**src/rtl/scr1_ahb_sram_resp_if.sv**
```systemverilog
`timescale 1ns/1ps
`default_nettype none
// ============================================================================
// Module      : scr1_ahb_sram_resp_if
// Description : AHB-Lite bus bundle between the dmem interconnect (master
//               side) and the SRAM responder (slave side).
// Revision    : 1.0 - initial release
// ============================================================================
interface scr1_ahb_sram_resp_if;
    logic        hsel;
    logic [31:0] haddr;
    logic [1:0]  htrans;
    logic        hwrite;
    logic [2:0]  hsize;
    logic [31:0] hwdata;
    logic        hready;
    logic        hreadyout;
    logic        hresp;
    logic [31:0] hrdata;

    modport master (
        output hsel, haddr, htrans, hwrite, hsize, hwdata, hready,
        input  hreadyout, hresp, hrdata
    );

    modport slave (
        input  hsel, haddr, htrans, hwrite, hsize, hwdata, hready,
        output hreadyout, hresp, hrdata
    );
endinterface
`default_nettype wire

```
**src/rtl/scr1_ahb_sram_resp.sv**
```systemverilog
`timescale 1ns/1ps
`default_nettype none
// ============================================================================
// Module      : scr1_ahb_sram_resp
// Description : AHB-Lite responder onto a single-port synchronous SRAM.
//               Zero-wait reads and writes via a one-entry posted write
//               buffer with byte-merged read forwarding; two-cycle ERROR
//               response for illegal sizes and misaligned accesses.
// Revision    : 1.0 - initial release
// ============================================================================
module scr1_ahb_sram_resp #(
    parameter int MEM_AW = 10
) (
    input  logic                 clk,
    input  logic                 rst_n,
    scr1_ahb_sram_resp_if.slave  ahb,
    output logic                 mem_req,
    output logic                 mem_we,
    output logic [3:0]           mem_be,
    output logic [MEM_AW-1:0]    mem_addr,
    output logic [31:0]          mem_wdata,
    input  logic [31:0]          mem_rdata
);

    typedef enum logic [1:0] {
        ERR_IDLE = 2'd0,
        ERR_1    = 2'd1,
        ERR_2    = 2'd2
    } err_state_e;

    err_state_e err_q, err_d;

    // Data-phase register: the transfer whose data phase is in progress
    logic              dp_valid_q, dp_valid_d;
    logic              dp_write_q, dp_write_d;
    logic [2:0]        dp_size_q,  dp_size_d;
    logic [MEM_AW+1:0] dp_addr_q,  dp_addr_d;
    logic [3:0]        dp_be_q,    dp_be_d;

    // Posted write buffer
    logic              wbuf_valid_q, wbuf_valid_d;
    logic [MEM_AW-1:0] wbuf_addr_q,  wbuf_addr_d;
    logic [3:0]        wbuf_be_q,    wbuf_be_d;
    logic [31:0]       wbuf_data_q,  wbuf_data_d;

    logic       acc, legal, stall, ready_int;
    logic       go_ok, go_err, rd_acc, capture, drain, fwd_hit;
    logic [3:0] be_new;

    // Bits of the bus the responder intentionally ignores
    logic unused_bits;
    assign unused_bits = ^{ahb.haddr[31:MEM_AW+2], ahb.htrans[0], dp_size_q, dp_addr_q[1:0]};

    // Address-phase decode, legality, stall and port arbitration
    always_comb begin
        acc    = ahb.hsel & ahb.htrans[1] & ahb.hready;
        legal  = 1'b0;
        be_new = 4'b0000;
        case (ahb.hsize)
            3'd0: begin legal = 1'b1;                       be_new = 4'b0001 << ahb.haddr[1:0]; end
            3'd1: begin legal = ~ahb.haddr[0];              be_new = ahb.haddr[1] ? 4'b1100 : 4'b0011; end
            3'd2: begin legal = (ahb.haddr[1:0] == 2'b00);  be_new = 4'b1111; end
            default: ;
        endcase
        // A read arriving behind a write while the buffer is still occupied
        // must wait one cycle so the buffer can drain before the new capture.
        stall     = wbuf_valid_q & dp_valid_q & dp_write_q & ahb.hsel & ahb.htrans[1] & ~ahb.hwrite;
        ready_int = ~stall & (err_q != ERR_1);
        go_ok     = acc & ready_int & legal;
        go_err    = acc & ready_int & ~legal;
        rd_acc    = go_ok & ~ahb.hwrite;
        capture   = dp_valid_q & dp_write_q & ready_int;
        drain     = wbuf_valid_q & ~rd_acc;
        fwd_hit   = wbuf_valid_q & (wbuf_addr_q == dp_addr_q[MEM_AW+1:2]);
    end

    // Datapath next state and bus/SRAM outputs
    always_comb begin
        dp_valid_d   = dp_valid_q;
        dp_write_d   = dp_write_q;
        dp_size_d    = dp_size_q;
        dp_addr_d    = dp_addr_q;
        dp_be_d      = dp_be_q;
        wbuf_valid_d = capture | (wbuf_valid_q & ~drain);
        wbuf_addr_d  = wbuf_addr_q;
        wbuf_be_d    = wbuf_be_q;
        wbuf_data_d  = wbuf_data_q;
        mem_req      = 1'b0;
        mem_we       = 1'b0;
        mem_be       = 4'b0000;
        mem_addr     = '0;
        mem_wdata    = 32'h0;
        ahb.hrdata   = 32'h0;
        ahb.hreadyout = ready_int;
        ahb.hresp    = (err_q != ERR_IDLE);

        if (ready_int) begin
            dp_valid_d = go_ok;
            if (go_ok) begin
                dp_write_d = ahb.hwrite;
                dp_size_d  = ahb.hsize;
                dp_addr_d  = ahb.haddr[MEM_AW+1:0];
                dp_be_d    = be_new;
            end
        end

        if (capture) begin
            wbuf_addr_d = dp_addr_q[MEM_AW+1:2];
            wbuf_be_d   = dp_be_q;
            wbuf_data_d = ahb.hwdata;
        end

        if (rd_acc) begin
            mem_req  = 1'b1;
            mem_addr = ahb.haddr[MEM_AW+1:2];
        end else if (drain) begin
            mem_req   = 1'b1;
            mem_we    = 1'b1;
            mem_be    = wbuf_be_q;
            mem_addr  = wbuf_addr_q;
            mem_wdata = wbuf_data_q;
        end

        // Bytes still sitting in the buffer are newer than the SRAM copy
        if (dp_valid_q & ~dp_write_q) begin
            for (int i = 0; i < 4; i++) begin
                ahb.hrdata[8*i +: 8] = (fwd_hit & wbuf_be_q[i]) ? wbuf_data_q[8*i +: 8]
                                                                 : mem_rdata[8*i +: 8];
            end
        end
    end

    // Error response sequencing: two cycles of ERROR per illegal transfer
    always_comb begin
        err_d = err_q;
        case (err_q)
            ERR_IDLE: if (go_err) err_d = ERR_1;
            ERR_1:    err_d = ERR_2;
            ERR_2:    err_d = go_err ? ERR_1 : ERR_IDLE;
            default:  err_d = ERR_IDLE;
        endcase
    end

    // Error state register
    always_ff @(posedge clk or negedge rst_n) begin
        if (!rst_n) begin
            err_q <= ERR_IDLE;
        end else begin
            err_q <= err_d;
        end
    end

    // Data-phase and write-buffer registers; reset discards any posted write
    always_ff @(posedge clk or negedge rst_n) begin
        if (!rst_n) begin
            dp_valid_q   <= 1'b0;
            dp_write_q   <= 1'b0;
            dp_size_q    <= 3'd0;
            dp_addr_q    <= '0;
            dp_be_q      <= 4'b0000;
            wbuf_valid_q <= 1'b0;
            wbuf_addr_q  <= '0;
            wbuf_be_q    <= 4'b0000;
            wbuf_data_q  <= 32'h0;
        end else begin
            dp_valid_q   <= dp_valid_d;
            dp_write_q   <= dp_write_d;
            dp_size_q    <= dp_size_d;
            dp_addr_q    <= dp_addr_d;
            dp_be_q      <= dp_be_d;
            wbuf_valid_q <= wbuf_valid_d;
            wbuf_addr_q  <= wbuf_addr_d;
            wbuf_be_q    <= wbuf_be_d;
            wbuf_data_q  <= wbuf_data_d;
        end
    end

endmodule
`default_nettype wire

```
**src/flat_wrapper.sv**
```systemverilog
// flat-port wrapper written by rule: the top's interface ports become plain ports
module scr1_ahb_sram_resp_flat 
#(
    parameter int MEM_AW = 10
)
  (clk, rst_n, mem_req, mem_we, mem_be, mem_addr, mem_wdata, mem_rdata, ahb_hsel, ahb_haddr, ahb_htrans, ahb_hwrite, ahb_hsize, ahb_hwdata, ahb_hready, ahb_hreadyout, ahb_hresp, ahb_hrdata);
  scr1_ahb_sram_resp_if ahb_i ();
  input  logic clk;
  input  logic rst_n;
  output logic mem_req;
  output logic mem_we;
  output logic [3:0] mem_be;
  output logic [MEM_AW-1:0] mem_addr;
  output logic [31:0] mem_wdata;
  input  logic [31:0] mem_rdata;
  input wire logic [$bits(ahb_i.hsel)-1:0] ahb_hsel;
  input wire logic [$bits(ahb_i.haddr)-1:0] ahb_haddr;
  input wire logic [$bits(ahb_i.htrans)-1:0] ahb_htrans;
  input wire logic [$bits(ahb_i.hwrite)-1:0] ahb_hwrite;
  input wire logic [$bits(ahb_i.hsize)-1:0] ahb_hsize;
  input wire logic [$bits(ahb_i.hwdata)-1:0] ahb_hwdata;
  input wire logic [$bits(ahb_i.hready)-1:0] ahb_hready;
  output wire logic [$bits(ahb_i.hreadyout)-1:0] ahb_hreadyout;
  output wire logic [$bits(ahb_i.hresp)-1:0] ahb_hresp;
  output wire logic [$bits(ahb_i.hrdata)-1:0] ahb_hrdata;
  assign ahb_i.hsel = ahb_hsel;
  assign ahb_i.haddr = ahb_haddr;
  assign ahb_i.htrans = ahb_htrans;
  assign ahb_i.hwrite = ahb_hwrite;
  assign ahb_i.hsize = ahb_hsize;
  assign ahb_i.hwdata = ahb_hwdata;
  assign ahb_i.hready = ahb_hready;
  assign ahb_hreadyout = ahb_i.hreadyout;
  assign ahb_hresp = ahb_i.hresp;
  assign ahb_hrdata = ahb_i.hrdata;
  scr1_ahb_sram_resp #(.MEM_AW(MEM_AW)) u_core (.clk(clk), .rst_n(rst_n), .ahb(ahb_i), .mem_req(mem_req), .mem_we(mem_we), .mem_be(mem_be), .mem_addr(mem_addr), .mem_wdata(mem_wdata), .mem_rdata(mem_rdata));
endmodule
```
**config.mk**
```make
export PLATFORM = sky130hd
export DESIGN_NAME = scr1_ahb_sram_resp_flat
export DESIGN_NICKNAME = d
export VERILOG_FILES = /design/src/rtl/scr1_ahb_sram_resp_if.sv /design/src/rtl/scr1_ahb_sram_resp.sv /design/src/flat_wrapper.sv
export SDC_FILE = /design/constraint.sdc
export NUM_CORES = 1
export LEC_CHECK = 0
export CAP_MARGIN = 40
export CORE_ASPECT_RATIO = 0.8
export CORE_MARGIN = 4
export CORE_UTILIZATION = 35
export DETAILED_ROUTE_END_ITERATION = 10
export PLACE_DENSITY = 0.71
export SETUP_SLACK_MARGIN = 0.2
export SYNTH_ARGS = -nofsm -noshare
export SYNTH_HDL_FRONTEND = slang
export SYNTH_SLANG_ARGS = --single-unit
```
**constraint.sdc**
```tcl
create_clock -name clk -period 2.4 [get_ports clk]
set_input_delay 0.48 -clock clk [delete_from_list [all_inputs] [get_ports clk]]
set_output_delay 0.48 -clock clk [all_outputs]
set_load 0.1 [all_outputs]
```
==> metrics.txt <==
measured slew at the worst slew-check pin 650 ps; Ys Warns 0; worst setup path class reg -> out; Die W 125 um; Lkg Pwr 0.00358 uW; largest family of logic cells by synthesized area multiplexers; DRT Wirelength 14100 um; CP Data Required Time 1920 ps; FMAX 0.358 GHz; CTS Buf Count 9; Worst Skew 8.84 ps; Critical-path top delay cell dfrtp_1; Post-Synth Simple-Gate Area 19.4%; Synth top area share 42.3%; Synth cell types 31; final setup vio count 80; core area 10500 sq um; grt total ovfl 0; vias in the first global route 3891; synth top area cells dfrtp_1 42%, mux2_2 15%, mux2i_1 11%, nand2_1 7.7%, and2_1 6.0%; commonest cells in the netlist 79 x nand2_1, 65 x dfrtp_1, 52 x mux2_2, 42 x mux2i_1, 37 x and2_1; first-pass GRT wire length 21900 um; H-tree depth 3; final setup margin -394 ps; Sink Count 65; Seq/Total Area, Yosys 42.3%; Top FF cell, synth dfrtp_1; Post-DP Area 7710 sq um; CP bufs+invs 5; area occupied by multi-input gates 3050 sq um; Boundary Pins 188; area leader, netlist dfrtp_1; Avg Vias per Cell 4.97; post-route cell area 8440 sq um; GRT Overall Usage 22.0%; register area 1630 sq um; flop-to-flop setup slack 390 ps; Layout Cells excl Fill 727; largest net degree at the start of global routing 65; Worst Hold Class in -> async; adder-cell area share of the yosys netlist 0%; Synth Register Bits 65; CP arrival 2310 ps; Antenna Cells 0; Final ANT Viol Nets 0; Rows 33; peak supply drop 0.000331 V; Placed Cells 690; CP endpoint kind primary output; worst skew pair latency 320 ps; Synth Area per Inst 10.6 sq um; routed length per instance 19.4 um; Synth Area in Compound Gates 2.86%; Die H 102 um; failing checks setup timing; CTS hold repair buffers 0; first-pass iteration count of the detailed router 4; worst rel slew slack 56.6%; pwr/cell area 507 nW/um^2; Final Wtd Congestion 0.785; count leader, synth nand2_1; endpoints failing hold 0; total nets after synthesis 469; initial core utilization 36.7%; CTS tree done; Post-synth ARST share 100%; full die area 12700 sq um; Top delay family on crit path buffers and inverters; post-DP HPWL 10100 um; DRC Markers 0; final number of max-transition violations 0; startpoint type of the worst setup path flip-flop; synthesized instance count 363; slowest cell delay on critical path 420 ps; min Tclk post-route 2790 ps; post-synthesis xor/xnor area fraction 2.28%; status finished, violations left; Min Hold Slack 188 ps; crit-path max FO 5; Filler cells 610; Root Buffer clkbuf_16; Max Cap Viol 0; DR vias 3613; final core utilization 80.5%; Layout area overhead 120%; port buffer count 166; crit-path cells and2_4, a2111oi_4, buf_4, buf_6, a31oi_4, buf_8, buf_12, and2_4, buf_12; RSZ-0062 raised after global routing yes; mapped cell area 3840 sq um; ratio of cells with drive above 1 in the final layout 56.0%; Final period util 116%; initial antenna violation count 0; Post-synth EDFFs 0; CTS Buffer Depth 2; Initial DRC Count 108; # nets final 689; post-synthesis mux area share 29.3%; Reg clk slew, reported paths 60 ps
what timing repair did:
item / 4_1_cts / 5_1_grt
setup endpoints to repair: 85 / 81
pin swaps: 15 / 9
resized for setup: 32 / 6
buffers inserted: 11 / 5
gates cloned: 4 / 2
stage by stage:
stage / setup TNS [ps] / setup WS (ps) / total power [uW]
global placement: -19720 / -402 / 2690
CTS: -26070 / -381 / 4260
floorplan: -27450 / -776 / 2280
detailed placement: -22290 / -438 / 2750
finish: -25900 / -394 / 4280
global route: -32520 / -457 / 4480
final cells by class:
| type | count | share of cell area, % |
|---|---|---|
| Multi-Input combinational cell | 265 | 36.1 |
| Clock buffer | 12 | 3.04 |
| Inverter | 15 | 0.711 |
| Clock inverter | 3 | 0.474 |
| Timing Repair Buffer | 227 | 38.3 |
| Sequential cell | 65 | 19.3 |
| Tap cell | 140 | 2.07 |
kinds of logic after synthesis:
kind of cell              after synthesis
buffers and inverters                  33
muxes                                 102
and+or+nand+nor                       137
xor gates and xnor gates               10
DFF                                    65
AOI/OAI and AO/OA                      16
power by group:
part / leakage, uW / total, uW / internal [uW] / switching [uW]
sequential: 0.000850 / 1630 / 1360 / 266
clock: 0.000148 / 1300 / 851 / 450
combinational: 0.00258 / 1350 / 812 / 543
total: 0.00358 / 4280 / 3030 / 1260
cells in the final DEF, fill, tap and decap left out, types with 2 or more instances in the layout:
master / count
o21a_1: 2
buf_12: 95
nor2_1: 3
clkbuf_8: 2
nand2_1: 76
nand3_4: 5
mux2i_4: 42
inv_1: 14
mux2_2: 8
buf_6: 5
clkbuf_16: 11
dfrtp_1: 64
buf_16: 4
buf_4: 36
o21ai_0: 3
a21oi_1: 4
nor4_4: 5
and2_4: 37
nand3_2: 2
clkdlybuf4s15_1: 2
clkdlybuf4s50_1: 79
dlygate4sd2_1: 2
clkinv_2: 2
mux2_4: 52
xnor2_2: 7
xnor2_1: 3
final timing paths:
path / start / endpoint / depth (start not counted)
worst max register to register: u_core.wbuf_valid_q / u_core.wbuf_addr_q[5] / 8
worst min-delay path: rst_n / u_core.dp_addr_q[2] / 1
worst min register to register: u_core.err_q[0] / u_core.err_q[0] / 1
max in group asynchronous: rst_n / u_core.dp_addr_q[5] / 2
min in group clk: u_core.err_q[0] / u_core.err_q[0] / 1
worst max-delay path: u_core.dp_write_q / mem_be[0] / 9
worst register-to-register path, delay by kind of cell, from the launching register on:
kind | cells | cell delay, ps
mux | 1 | 350
simple gates | 2 | 400
compound gates | 1 | 140
flops | 1 | 390
buf+inv | 4 | 620
sequential cells by signal, indices dropped and copies added, names as in the netlist:
name and cells:
u_core.dp_addr_q 10, u_core.wbuf_be_q 4, u_core.err_q 2, u_core.wbuf_valid_q 1, u_core.wbuf_data_q 32, u_core.dp_valid_q 1
u_core.dp_be_q 4, u_core.dp_write_q 1, u_core.wbuf_addr_q 10
routing by layer:
layer	share of wire, %	vias up	global-route usage [%]
met4	1.2	0	4.75
met5	0	-	0
li1	-	1674	-
met2	52	135	39.0
met3	6.4	12	5.80
met1	40	1792	27.4
Note: power is estimated with default switching activity, not from simulation.
